===== config.mk =====
export PLATFORM = sky130hd
export DESIGN_NAME = muldiv_sequencer_flat
export DESIGN_NICKNAME = d
export VERILOG_FILES = /design/src/rtl/muldiv_pkg.sv /design/src/rtl/muldiv_sequencer_if.sv /design/src/rtl/muldiv_lat_counter.sv /design/src/rtl/muldiv_sequencer.sv /design/src/flat_wrapper.sv
export SDC_FILE = /design/constraint.sdc
export NUM_CORES = 1
export LEC_CHECK = 0
export BUFFER_PORTS_ARGS = -buffer_cell sky130_fd_sc_hd__buf_2
export CAP_MARGIN = 20
export CORE_UTILIZATION = 43
export DETAILED_ROUTE_END_ITERATION = 10
export PLACE_DENSITY = 0.8
export SLEW_MARGIN = 10
export SYNTH_ARGS = -nofsm -noshare
export SYNTH_HDL_FRONTEND = slang
export SYNTH_HIERARCHICAL = 1
export SYNTH_SLANG_ARGS = --single-unit

===== constraint.sdc =====
create_clock -name clk -period 3.25 [get_ports clk]
set_input_delay 0 -clock clk [delete_from_list [all_inputs] [get_ports clk]]
set_output_delay 0 -clock clk [all_outputs]
set_load 0.01 [all_outputs]

===== src/rtl/muldiv_pkg.sv =====
// Shared types and constants for the mult/div sequencer.
// State encoding, HI/LO mux select values and default unit latencies.
package muldiv_pkg;

   typedef enum logic [2:0] {
      IDLE      = 3'd0,
      MULT_RUN  = 3'd1,
      DIV_RUN   = 3'd2,
      WRITEBACK = 3'd3,
      EXC       = 3'd4
   } state_e;

   localparam logic SEL_MULT = 1'b0;
   localparam logic SEL_DIV  = 1'b1;

   localparam int DEFAULT_MULT_LAT = 33;
   localparam int DEFAULT_DIV_LAT  = 33;
   localparam int DEFAULT_CNT_W    = 6;

   function automatic logic is_run(input state_e s);
      return (s == MULT_RUN) || (s == DIV_RUN);
   endfunction

endpackage


===== src/rtl/muldiv_sequencer_if.sv =====
// Handshake bundle between ControlUnit and the mult/div sequencer.
// The master side is ControlUnit; the slave side is the sequencer.
interface muldiv_sequencer_if;

   logic        mult_req;
   logic        div_req;
   logic        hilo_rd;
   logic        flush;
   logic [31:0] op_b;

   logic        mult_start;
   logic        div_start;
   logic        mult_or_div_hi;
   logic        mult_or_div_lo;
   logic        hi_write;
   logic        lo_write;
   logic        busy;
   logic        stall;
   logic        done;
   logic        div_zero_exc;

   modport master (
      output mult_req, div_req, hilo_rd, flush, op_b,
      input  mult_start, div_start, mult_or_div_hi, mult_or_div_lo,
             hi_write, lo_write, busy, stall, done, div_zero_exc
   );

   modport slave (
      input  mult_req, div_req, hilo_rd, flush, op_b,
      output mult_start, div_start, mult_or_div_hi, mult_or_div_lo,
             hi_write, lo_write, busy, stall, done, div_zero_exc
   );

endinterface


===== src/rtl/muldiv_lat_counter.sv =====
// Loadable down-counter that times the fixed Mult/Div unit latency.
// Holds at zero; load takes priority over decrement.
module muldiv_lat_counter #(
   parameter int CNT_W = 6
) (
   input  logic             clk,
   input  logic             rst_n,
   input  logic             load,
   input  logic             en,
   input  logic [CNT_W-1:0] load_val,
   output logic             zero
);

   logic [CNT_W-1:0] count_q;
   logic [CNT_W-1:0] count_d;

   always_comb begin
      count_d = count_q;
      if (load) begin
         count_d = load_val;
      end else if (en && (count_q != '0)) begin
         count_d = count_q - CNT_W'(1);
      end
   end

   always_ff @(posedge clk or negedge rst_n) begin
      if (!rst_n) begin
         count_q <= '0;
      end else begin
         count_q <= count_d;
      end
   end

   assign zero = (count_q == '0);

endmodule


===== src/rtl/muldiv_sequencer.sv =====
// Sequences the iterative Mult/Div units and the HI/LO write of the multicycle MIPS datapath.
// Issues start pulses, times the unit latency, drives result selects and stalls ControlUnit while busy.
module muldiv_sequencer
   import muldiv_pkg::*;
#(
   parameter int MULT_LAT = DEFAULT_MULT_LAT,
   parameter int DIV_LAT  = DEFAULT_DIV_LAT,
   parameter int CNT_W    = DEFAULT_CNT_W
) (
   input  logic               clk,
   input  logic               reset,
   muldiv_sequencer_if.slave  bus
);

   localparam logic [CNT_W-1:0] MULT_CNT_INIT = CNT_W'(MULT_LAT - 1);
   localparam logic [CNT_W-1:0] DIV_CNT_INIT  = CNT_W'(DIV_LAT - 1);

   state_e           state_q;
   state_e           state_d;
   logic             mult_start_q;
   logic             mult_start_d;
   logic             div_start_q;
   logic             div_start_d;
   logic             sel_q;
   logic             sel_d;

   logic             cnt_load;
   logic             cnt_en;
   logic [CNT_W-1:0] cnt_load_val;
   logic             cnt_zero;

   logic             busy;
   logic             wb_commit;

   muldiv_lat_counter #(
      .CNT_W (CNT_W)
   ) u_lat_counter (
      .clk      (clk),
      .rst_n    (reset),
      .load     (cnt_load),
      .en       (cnt_en),
      .load_val (cnt_load_val),
      .zero     (cnt_zero)
   );

   // Mult wins if both requests arrive together; a zero divisor never starts Div.
   always_comb begin
      state_d      = state_q;
      mult_start_d = 1'b0;
      div_start_d  = 1'b0;
      sel_d        = sel_q;
      cnt_load     = 1'b0;
      cnt_en       = 1'b0;
      cnt_load_val = '0;
      unique case (state_q)
         IDLE: begin
            if (bus.mult_req) begin
               state_d      = MULT_RUN;
               mult_start_d = 1'b1;
               sel_d        = SEL_MULT;
               cnt_load     = 1'b1;
               cnt_load_val = MULT_CNT_INIT;
            end else if (bus.div_req) begin
               if (bus.op_b == 32'd0) begin
                  state_d = EXC;
               end else begin
                  state_d      = DIV_RUN;
                  div_start_d  = 1'b1;
                  sel_d        = SEL_DIV;
                  cnt_load     = 1'b1;
                  cnt_load_val = DIV_CNT_INIT;
               end
            end
         end
         MULT_RUN, DIV_RUN: begin
            if (bus.flush) begin
               state_d = IDLE;
            end else if (cnt_zero) begin
               state_d = WRITEBACK;
            end else begin
               cnt_en = 1'b1;
            end
         end
         WRITEBACK: state_d = IDLE;
         EXC:       state_d = IDLE;
         default:   state_d = IDLE;
      endcase
   end

   always_ff @(posedge clk or negedge reset) begin
      if (!reset) begin
         state_q      <= IDLE;
         mult_start_q <= 1'b0;
         div_start_q  <= 1'b0;
         sel_q        <= SEL_MULT;
      end else begin
         state_q      <= state_d;
         mult_start_q <= mult_start_d;
         div_start_q  <= div_start_d;
         sel_q        <= sel_d;
      end
   end

   // An exception flush in the writeback cycle must keep HI/LO from committing.
   assign wb_commit = (state_q == WRITEBACK) && !bus.flush;
   assign busy      = (state_q != IDLE);

   assign bus.mult_start     = mult_start_q;
   assign bus.div_start      = div_start_q;
   assign bus.mult_or_div_hi = sel_q;
   assign bus.mult_or_div_lo = sel_q;
   assign bus.hi_write       = wb_commit;
   assign bus.lo_write       = wb_commit;
   assign bus.done           = wb_commit;
   assign bus.busy           = busy;
   assign bus.div_zero_exc   = (state_q == EXC);
   assign bus.stall          = (bus.mult_req || bus.div_req || bus.hilo_rd) && busy;

endmodule


===== src/flat_wrapper.sv =====
// flat-port wrapper written by rule: the top's interface ports become plain ports
module muldiv_sequencer_flat import muldiv_pkg::*;
#(
   parameter int MULT_LAT = DEFAULT_MULT_LAT,
   parameter int DIV_LAT  = DEFAULT_DIV_LAT,
   parameter int CNT_W    = DEFAULT_CNT_W
)
  (clk, reset, bus_mult_req, bus_div_req, bus_hilo_rd, bus_flush, bus_op_b, bus_mult_start, bus_div_start, bus_mult_or_div_hi, bus_mult_or_div_lo, bus_hi_write, bus_lo_write, bus_busy, bus_stall, bus_done, bus_div_zero_exc);
  muldiv_sequencer_if bus_i ();
  input  logic clk;
  input  logic reset;
  input wire logic [$bits(bus_i.mult_req)-1:0] bus_mult_req;
  input wire logic [$bits(bus_i.div_req)-1:0] bus_div_req;
  input wire logic [$bits(bus_i.hilo_rd)-1:0] bus_hilo_rd;
  input wire logic [$bits(bus_i.flush)-1:0] bus_flush;
  input wire logic [$bits(bus_i.op_b)-1:0] bus_op_b;
  output wire logic [$bits(bus_i.mult_start)-1:0] bus_mult_start;
  output wire logic [$bits(bus_i.div_start)-1:0] bus_div_start;
  output wire logic [$bits(bus_i.mult_or_div_hi)-1:0] bus_mult_or_div_hi;
  output wire logic [$bits(bus_i.mult_or_div_lo)-1:0] bus_mult_or_div_lo;
  output wire logic [$bits(bus_i.hi_write)-1:0] bus_hi_write;
  output wire logic [$bits(bus_i.lo_write)-1:0] bus_lo_write;
  output wire logic [$bits(bus_i.busy)-1:0] bus_busy;
  output wire logic [$bits(bus_i.stall)-1:0] bus_stall;
  output wire logic [$bits(bus_i.done)-1:0] bus_done;
  output wire logic [$bits(bus_i.div_zero_exc)-1:0] bus_div_zero_exc;
  assign bus_i.mult_req = bus_mult_req;
  assign bus_i.div_req = bus_div_req;
  assign bus_i.hilo_rd = bus_hilo_rd;
  assign bus_i.flush = bus_flush;
  assign bus_i.op_b = bus_op_b;
  assign bus_mult_start = bus_i.mult_start;
  assign bus_div_start = bus_i.div_start;
  assign bus_mult_or_div_hi = bus_i.mult_or_div_hi;
  assign bus_mult_or_div_lo = bus_i.mult_or_div_lo;
  assign bus_hi_write = bus_i.hi_write;
  assign bus_lo_write = bus_i.lo_write;
  assign bus_busy = bus_i.busy;
  assign bus_stall = bus_i.stall;
  assign bus_done = bus_i.done;
  assign bus_div_zero_exc = bus_i.div_zero_exc;
  muldiv_sequencer #(.MULT_LAT(MULT_LAT), .DIV_LAT(DIV_LAT), .CNT_W(CNT_W)) u_core (.clk(clk), .reset(reset), .bus(bus_i));
endmodule

# Word-level counts from Yosys, hierarchy flattened

Cells that the tools add are included.

Register bits after elaboration: 12
Bits in latches: 0
RAM bits: 0
Memory bits (read-only): 0
Bits of input ports: 38
Output and inout port bits: 10
Word-level logic and storage cells: 55
Memories kept: 0

Add/subtract/negate cells: 1
$mul: 0
Divide/modulo/power cells: 0
$lt $le $gt $ge: 0
Eq/ne operators: 7
Shifts and indexed selects: 0
Multiplexer cells: 26
Bitwise logic cells: 0
Reductions and logical operators: 16

Operators with widths:

| operator                                                              | number |
|---|---|
| 6-bit two-way mux                                                     | 6 |
| 32-bit zero test                                                      | 1 |
| 3-bit two-way mux                                                     | 5 |
| 1-bit two-way mux                                                     | 14 |
| 3-bit by 2-bit equality test with 1-bit output, second input constant | 2 |
| 6-bit zero test                                                       | 1 |
| 3-bit one-hot mux with 2 select lines                                 | 1 |
| 6-bit nonzero test                                                    | 1 |
| 6-bit by 1-bit subtractor with 6-bit output, second input constant    | 1 |
| 2-bit nonzero test                                                    | 2 |
| 3-bit by 1-bit equality test with 1-bit output, second input constant | 1 |
| 3-bit equality test, second input constant                            | 1 |
| 1-bit logical AND                                                     | 3 |
| 3-bit zero test                                                       | 1 |
| 3-bit by 2-bit != test with 1-bit output, second input constant       | 1 |
| 3-bit != test, second input constant                                  | 1 |
| 3-bit AND reduction                                                   | 1 |
| 3-bit nonzero test                                                    | 1 |
| 1-bit logical OR                                                      | 2 |
| 2-bit != test, second input constant                                  | 1 |
| 2-bit AND reduction                                                   | 1 |
| 2-bit OR reduction                                                    | 1 |
| 1-bit zero test                                                       | 1 |

# Longest topological paths before layout

Gate-level depths: netlist of the first run.

Depth after elaboration: 7
Gate-level depth with buffers: 9
Depth with buffers taken out: 9

# Hierarchy

The synthesis of the first run kept the hierarchy.

Modules (own cells, without submodules):

| module             | instances | cells each | area an instance (µm²) | sequential area each (µm²) |
|---|---|---|---|---|
| muldiv_sequencer   | 1         | 54         | 457.9                  | 150.1 |
| muldiv_lat_counter | 1         | 44         | 395.4                  | 150.1 |

# Worst setup path after synthesis of the first run

No wires, ideal clock.

Kind: register -> register
From: register u_core.u_lat_counter.count_q[0]
To: register u_core.u_lat_counter.count_q[3]
Setup time: 0.087 ns
Arrival time: 2.332 ns
Required time: 3.163 ns
Path slack: 0.832 ns
Cell stages (with the launch flop): 10
Buffers on the path: 0
Period minus slack after synthesis: 2.418 ns
Cells stage by stage: dfrtp_1 inv_1 ha_1 nand2b_1 nor2_1 or3_4 nor2_1 or3b_1 or4_1 o211ai_1

Cells in the longest elaborated chain, start to end: 6
Elaborated cells on any way between the ends: 10
Classes of those cells: add/sub (1); mux (5); reduce/logical (4)

RTL lines:

| item                         | RTL line                 | source |
|---|---|---|
| start: declaration           | muldiv_lat_counter.sv:14 | `logic [CNT_W-1:0] count_q;` |
| start signal: assignment     | muldiv_lat_counter.sv:30 | `count_q <= count_d;` |
| 6-bit zero test              | muldiv_lat_counter.sv:34 | `assign zero = (count_q == '0);` |
| net u_core.cnt_zero          | muldiv_sequencer.sv:30   | `logic cnt_zero;` |
| 1-bit two-way mux            | muldiv_sequencer.sv:78   | `end else if (cnt_zero) begin` |
| 1-bit two-way mux            | muldiv_sequencer.sv:76   | `if (bus.flush) begin` |
| 1-bit two-way mux            | muldiv_sequencer.sv:55   | `unique case (state_q)` |
| net u_core.cnt_en            | muldiv_sequencer.sv:28   | `logic cnt_en;` |
| 1-bit logical AND            | muldiv_lat_counter.sv:21 | `end else if (en && (count_q != '0)) begin` |
| 2-bit nonzero test (no line) | -                        |  |

The timed path passes the listed nets, and every way through them passes these cells. The select of a mux whose other input is x is not followed.
A chain may end at the register's enable or synchronous reset.

# Final worst setup path of the first run

From: register u_core.u_lat_counter.count_q[1]
To: register u_core.u_lat_counter.count_q[3]

Same word-level chain as after synthesis.

==> out/metrics.csv, run 1 <==
metric,value,unit
WL per Instance,12.4,um
CTS Sinks,12,
crit-path leading delay family,simple AND/OR/NAND/NOR gates,
Die ar.,2170,um^2
Post-DP Area,1090,um^2
largest net degree at the start of global routing,13,
Clock Power Share,14.0,%
leading post-synthesis cells by cell area,"dfrtp_1 35%, nor4_1 5.9%, nor2_1 4.0%",
Final ANT Viol Nets,0,
Filler cells,168,
sequential area share after synthesis,35.2,%
core footprint,1800,um^2
Slowest Stage Delay on Critical Path,0.43,ns
most frequent cells in the layout,"47 x buf_2, 12 x dfrtp_1, 9 x nor2_1",
post-synthesis cell area,853,um^2
"Setup violations, final",0,
NumNets Final,190,
Max Cap Violations,0,
Die Width,46.5,um
Pint,487,uW
Synth area leader,dfrtp_1,
share of post-route cells with drive strength above 1,40.3,%
Vias,947,
total detailed-routing wirelength,2150,um
Pwr Density,752,nW/um^2
asr flop ratio synth,100,%
CP Data Required Time,3.44,ns
post-synthesis register bit count,12,
max-slew violation count,0,
Peak VDD IR,0.286,mV
Worst Path Buf+Inv,1,
R2R Path End,u_core/u_lat_counter/count_q[3]$_DFFE_PN0P_,
Overall Global Routing Usage,21.8,%
Site Rows,15,
Mapped Avg Cell Area,8.71,um^2
R2R Path Start,u_core/u_lat_counter/count_q[1]$_DFFE_PN0P_,
CP max FO,7,
Worst Hold Path Cells,4,
Post-Synthesis Cells,98,
first-pass GRT wire length,3320,um
crit path kind,reg2reg,
WHS Endpoint,u_core/state_q[2]$_DFFE_PN0P_,
Layout area overhead,34.2,%
Die Y,46.5,um
DRT Pass-1 Iters,4,
clock tree buffer depth,2,
Hold Fails Final Rpt,0,
R2R depth,9,
"Clk pin slew, worst setup/hold paths",0.08,ns
CP Data Arrival Time,2.96,ns
Initial Utilization,47.4,%
Tmin final,2.77,ns
Hold Crit Class,in2reg,
Clock Tree Root,clkbuf_4,
Reg area,300,um^2
Final Non-Filler Cells,174,
sw frac,43.5,%
# diodes,0,
number of CTS-inserted buffers,3,
CP startpoint,u_core/u_lat_counter/count_q[1]$_DFFE_PN0P_,
CP max stage cell,or3b_1,
"commonest non-fill, non-tap cell in the layout",buf_2,
clk_skew,0.00435,ns
number of synthesized flops with an enable pin,0,
Max Freq,0.361,GHz
area of the multi-input gates,484,um^2
Synth Flop Type,dfrtp_1,
setup TNS,0,ns
Logic pwr share,51.9,%
grt total ovfl,0,
worst skew pair latency,0.27,ns
leak pwr,0.000553,uW
Startpoint Class,flop,
initial antenna violation count,0,
PortBufs,47,
TritonCTS clock tree,done,
Starting DRT DRC Count,18,
worst reg-to-reg setup slack,0.48,ns
YS warnings,6,
final period utilization,85.2,%
sequential power share,34.1,%
post-synth cell types,39,
switching pwr,375,uW
post-route cell area,1140,um^2
num ports,48,
vias per inst,5.44,
Post-route DRC,0,
hold path start,bus_op_b[9],
RSZ-0062 raised after global routing,false,
CP Capture Type,flop,
top-area cell type share of the netlist area,35.2,%
dpl cells,168,
worst path cell trace,"inv_1, ha_1, nand2b_1, nor2_1, or3_4, nor2_1, or3b_1, or4_1, o211ai_1",
Post-DP HPWL,1700,um
vias in the first global route,858,
cell repeated most along the worst path,nor2_1,
final hold slack,0.0451,ns
Resized cells post-CTS,0,
routability congestion estimate,0.876,
H-tree depth,1,
status,completed,
[synthesized netlist by cell type, drive strengths merged, types with 2 or more instances]
master,count
a21oi,4
a2bb2oi,2
a31oi,2
buf,7
dfrtp,12
ha,2
inv,8
nand2,7
nand4,2
nor2,9
nor3,6
nor4,9
o2111ai,2
o211ai,2
o21ai,4
o31ai,3
or3,2
or3b,3
or4,3
[state kept, by name, indices dropped and copies added, names as in the netlist]
| signal | count |
|---|---|
| u_core/bus.div_start | 1 |
| u_core/bus.mult_or_div_hi | 1 |
| u_core/bus.mult_start | 1 |
| u_core/state_q | 3 |
| u_core/u_lat_counter/count_q | 6 |
[layer usage]
metal | vias to the layer above | GRT usage (%) | share of wire (%)
met2 | 55 | 37.8 | 52
met1 | 428 | 23.6 | 38
li1 | 460 | - | -
met4 | 0 | 13.5 | 1.3
met3 | 4 | 4.71 | 8.5
met5 | - | 0 | 0
[through the flow]
step / setup WS, ns / util, % / power, uW
after floorplan: 0.832 / - / 636
after global placement: 0.700 / 60.4 / 708
after detailed placement: 0.537 / 60.4 / 729
final: 0.479 / 63.5 / 861
after global routing: 0.309 / 63.5 / 936
after CTS: 0.512 / 63.5 / 856
[power by group through the flow]
stage | sequential, uW | clock [uW] | combinational (uW)
after floorplan | 256 | 0 | 380
after global placement | 289 | 0 | 419
after detailed placement | 292 | 0 | 437
after CTS | 291 | 123 | 441
after global routing | 305 | 130 | 501
final | 294 | 120 | 447
[how the worst max path moves through the flow]
| stage | end | slack (ns) | depth (start not counted) |
|---|---|---|---|
| 6_report | u_core/u_lat_counter/count_q[3]$_DFFE_PN0P_ | 0.48 | 9 |
| 5_1_grt | u_core/u_lat_counter/count_q[3]$_DFFE_PN0P_ | 0.31 | 9 |
| 4_1_cts | u_core/u_lat_counter/count_q[3]$_DFFE_PN0P_ | 0.51 | 9 |
| 3_5_place_dp | u_core/u_lat_counter/count_q[3]$_DFFE_PN0P_ | 0.54 | 9 |
| 3_3_place_gp | u_core/u_lat_counter/count_q[5]$_DFFE_PN0P_ | 0.70 | 9 |
| 2_1_floorplan | u_core/u_lat_counter/count_q[3]$_DFFE_PN0P_ | 0.83 | 9 |
[final cells by class]
cell class	instances	share of cell area, %
Tap cell	25	2.73
Multi-Input combinational cell	75	42.3
Clock buffer	4	3.17
Sequential cell	12	26.2
Timing Repair Buffer	50	23.0
Inverter	8	2.62
[repair_timing]
action,in CTS,in global routing
endpoints found under the setup margin,0,0
hold buffers,2,0
endpoints found under the hold margin,14,0
buffers inserted,0,0
[tightest hold or removal path, stage by stage]
cell,delay [ns]
buf_2,0.07
nor4_1,0.04
nand4_1,0.11
nor3_1,0.07
[cell families after synthesis]
family,count (synthesis),share of synthesized area [%]
buffers and inverters,15,9.82
AND/OR/NAND/NOR,45,32.3
adder cells (fa/ha/maj),2,2.93
XOR/XNOR,1,1.03
AO/OA/AOI/OAI,22,18.3
flip-flops,12,35.2
other,1,0.439
(Power assumes the default switching activity.)
==> run 2: changes to the inputs <==
- BUFFER_PORTS_ARGS: -buffer_cell sky130_fd_sc_hd__buf_2 -> not set
- CORE_UTILIZATION: 43 -> 50
- DONT_BUFFER_PORTS: not set -> 1
- PLACE_DENSITY: 0.8 -> 0.67
==> out/metrics.csv, run 2 (synthesis results as in run 1) <==
metric,value,unit
status,completed,
registers with the most flip-flops,"u_core/u_lat_counter/count_q (6), u_core/state_q (3)",
Max Cap Violations,0,
max reg flops,6,
Slowest Stage Delay on Critical Path,0.43,ns
Peak VDD IR,0.421,mV
"Clk pin slew, worst setup/hold paths",0.06,ns
Die Y,43.3,um
Die ar.,1880,um^2
Tmin final,2.70,ns
"commonest non-fill, non-tap cell in the layout",dfrtp_1,
post-layout util,61.9,%
TritonCTS clock tree,done,
num ports,48,
Post-route DRC,0,
core footprint,1540,um^2
Starting DRT DRC Count,19,
Final ANT Viol Nets,0,
NumNets Final,150,
crit path kind,reg2reg,
share of post-route cells with drive strength above 1,11.1,%
number of CTS-inserted buffers,3,
Final Non-Filler Cells,124,
cell repeated most along the worst path,nor2_1,
largest net degree at the start of global routing,13,
grt total ovfl,0,
pre-CTS setup slack,0.608,ns
"Setup violations, final",0,
worst path cell trace,"inv_1, ha_1, nand2b_1, nor2_1, or3_4, nor2_1, or3b_1, or4_1, a31oi_1",
post-route cell area,955,um^2
worst skew pair latency,0.26,ns
leak pwr,0.000381,uW
max-slew violation count,0,
setup ws final,0.552,ns
Startpoint Class,flop,
clk_skew,0.00266,ns
worst-margin pin slew,0.888,ns
Die Width,43.3,um
total detailed-routing wirelength,1800,um
Layout area overhead,11.9,%
headroom to the max-slew limit,40.3,%
DRT Pass-1 Iters,4,
vias in the first global route,699,
most frequent cells in the layout,"12 x dfrtp_1, 9 x nor2_1, 9 x dlygate4sd3_1",
Post-CTS Setup Bufs,0,
Reg with most FFs,u_core/u_lat_counter/count_q,
Overall Global Routing Usage,20.8,%
RSZ-0062 raised after global routing,false,
setup TNS,0,ns
CP max stage cell,or3b_1,
Post-DP Area,842,um^2
Max Freq,0.371,GHz
Pwr Density,804,nW/um^2
routability congestion estimate,0.784,
PortBufs,0,
CP Data Arrival Time,2.88,ns
H-tree depth,1,
first-pass GRT wire length,2900,um
# diodes,0,
Site Rows,14,
CP Capture Type,flop,
vias per inst,6.15,
Vias,762,
WL per Instance,14.5,um
CTS Sinks,12,
Hold Crit Class,in2reg,
CP Data Required Time,3.44,ns
Clock Tree Root,clkbuf_4,
Filler cells,137,
dpl cells,112,
Initial Utilization,55.4,%
clock tree buffer depth,2,
CP max FO,7,
initial antenna violation count,0,
Hold Fails Final Rpt,0,
Post-DP HPWL,1350,um
final period utilization,83.0,%
run 2: layout make-up:
type	instances	area, um^2	area share (%)
Sequential cell	12	300	31.5
Timing Repair Buffer	10	97.6	10.2
Tap cell	16	20.0	2.10
Multi-Input combinational cell	75	484	50.7
Clock buffer	3	22.5	2.36
Inverter	8	30.0	3.15
run 2: worst max-delay path, delay by kind of cell (launching register included):
| family | cells | cell delay, ns |
|---|---|---|
| compound gates | 1 | 0.16 |
| fa+ha+maj | 1 | 0.23 |
| buf+inv | 1 | 0.09 |
| flops | 1 | 0.36 |
| simple gates | 6 | 1.77 |
run 2: path summary, 6_finish.rpt:
| kind | from | endpoint | slack [ns] | cells after the start |
|---|---|---|---|---|
| max | u_core/u_lat_counter/count_q[0]$_DFFE_PN0P_ | u_core/u_lat_counter/count_q[5]$_DFFE_PN0P_ | 0.55 | 9 |
| min | bus_div_req | u_core/state_q[1]$_DFFE_PN0P_ | 0.01 | 4 |
| max reg2reg | u_core/u_lat_counter/count_q[0]$_DFFE_PN0P_ | u_core/u_lat_counter/count_q[5]$_DFFE_PN0P_ | 0.55 | 9 |
| min reg2reg | u_core/u_lat_counter/count_q[4]$_DFFE_PN0P_ | u_core/u_lat_counter/count_q[4]$_DFFE_PN0P_ | 0.56 | 2 |
| max in group asynchronous | reset | u_core/state_q[1]$_DFFE_PN0P_ | 2.75 | 1 |
| min in group asynchronous | reset | u_core/u_lat_counter/count_q[2]$_DFFE_PN0P_ | 0.15 | 1 |
run 2: where the power goes:
| part | switching [uW] | leakage [uW] | internal, uW |
|---|---|---|---|
| combinational | 212 | 0.000220 | 169 |
| sequential | 88.7 | 0.000147 | 214 |
| clock | 41.4 | 0.0000138 | 42.8 |
| total | 342 | 0.000381 | 426 |
run 2: metrics by stage:
stage | total power (uW) | hold WS, ns
floorplan | 636 | -0.296
global placement | 658 | -0.295
detailed placement | 670 | -0.295
CTS | 770 | 0.00441
global route | 838 | 0.0107
finish | 768 | 0.0130
run 2: timing repair:
item                      4_1_cts  5_1_grt
hold buffers                    9        0
hold endpoints to repair       18        0
resized for setup               0        0
run 2: routing by layer:
| metal | global-route usage [%] | routed length (um) | vias up |
|---|---|---|---|
| met5 | 0 | 0 | - |
| met3 | 7.23 | 169 | 2 |
| li1 | - | - | 383 |
| met2 | 31.9 | 891 | 42 |
| met1 | 28.9 | 739 | 335 |
| met4 | 3.64 | 5 | 0 |
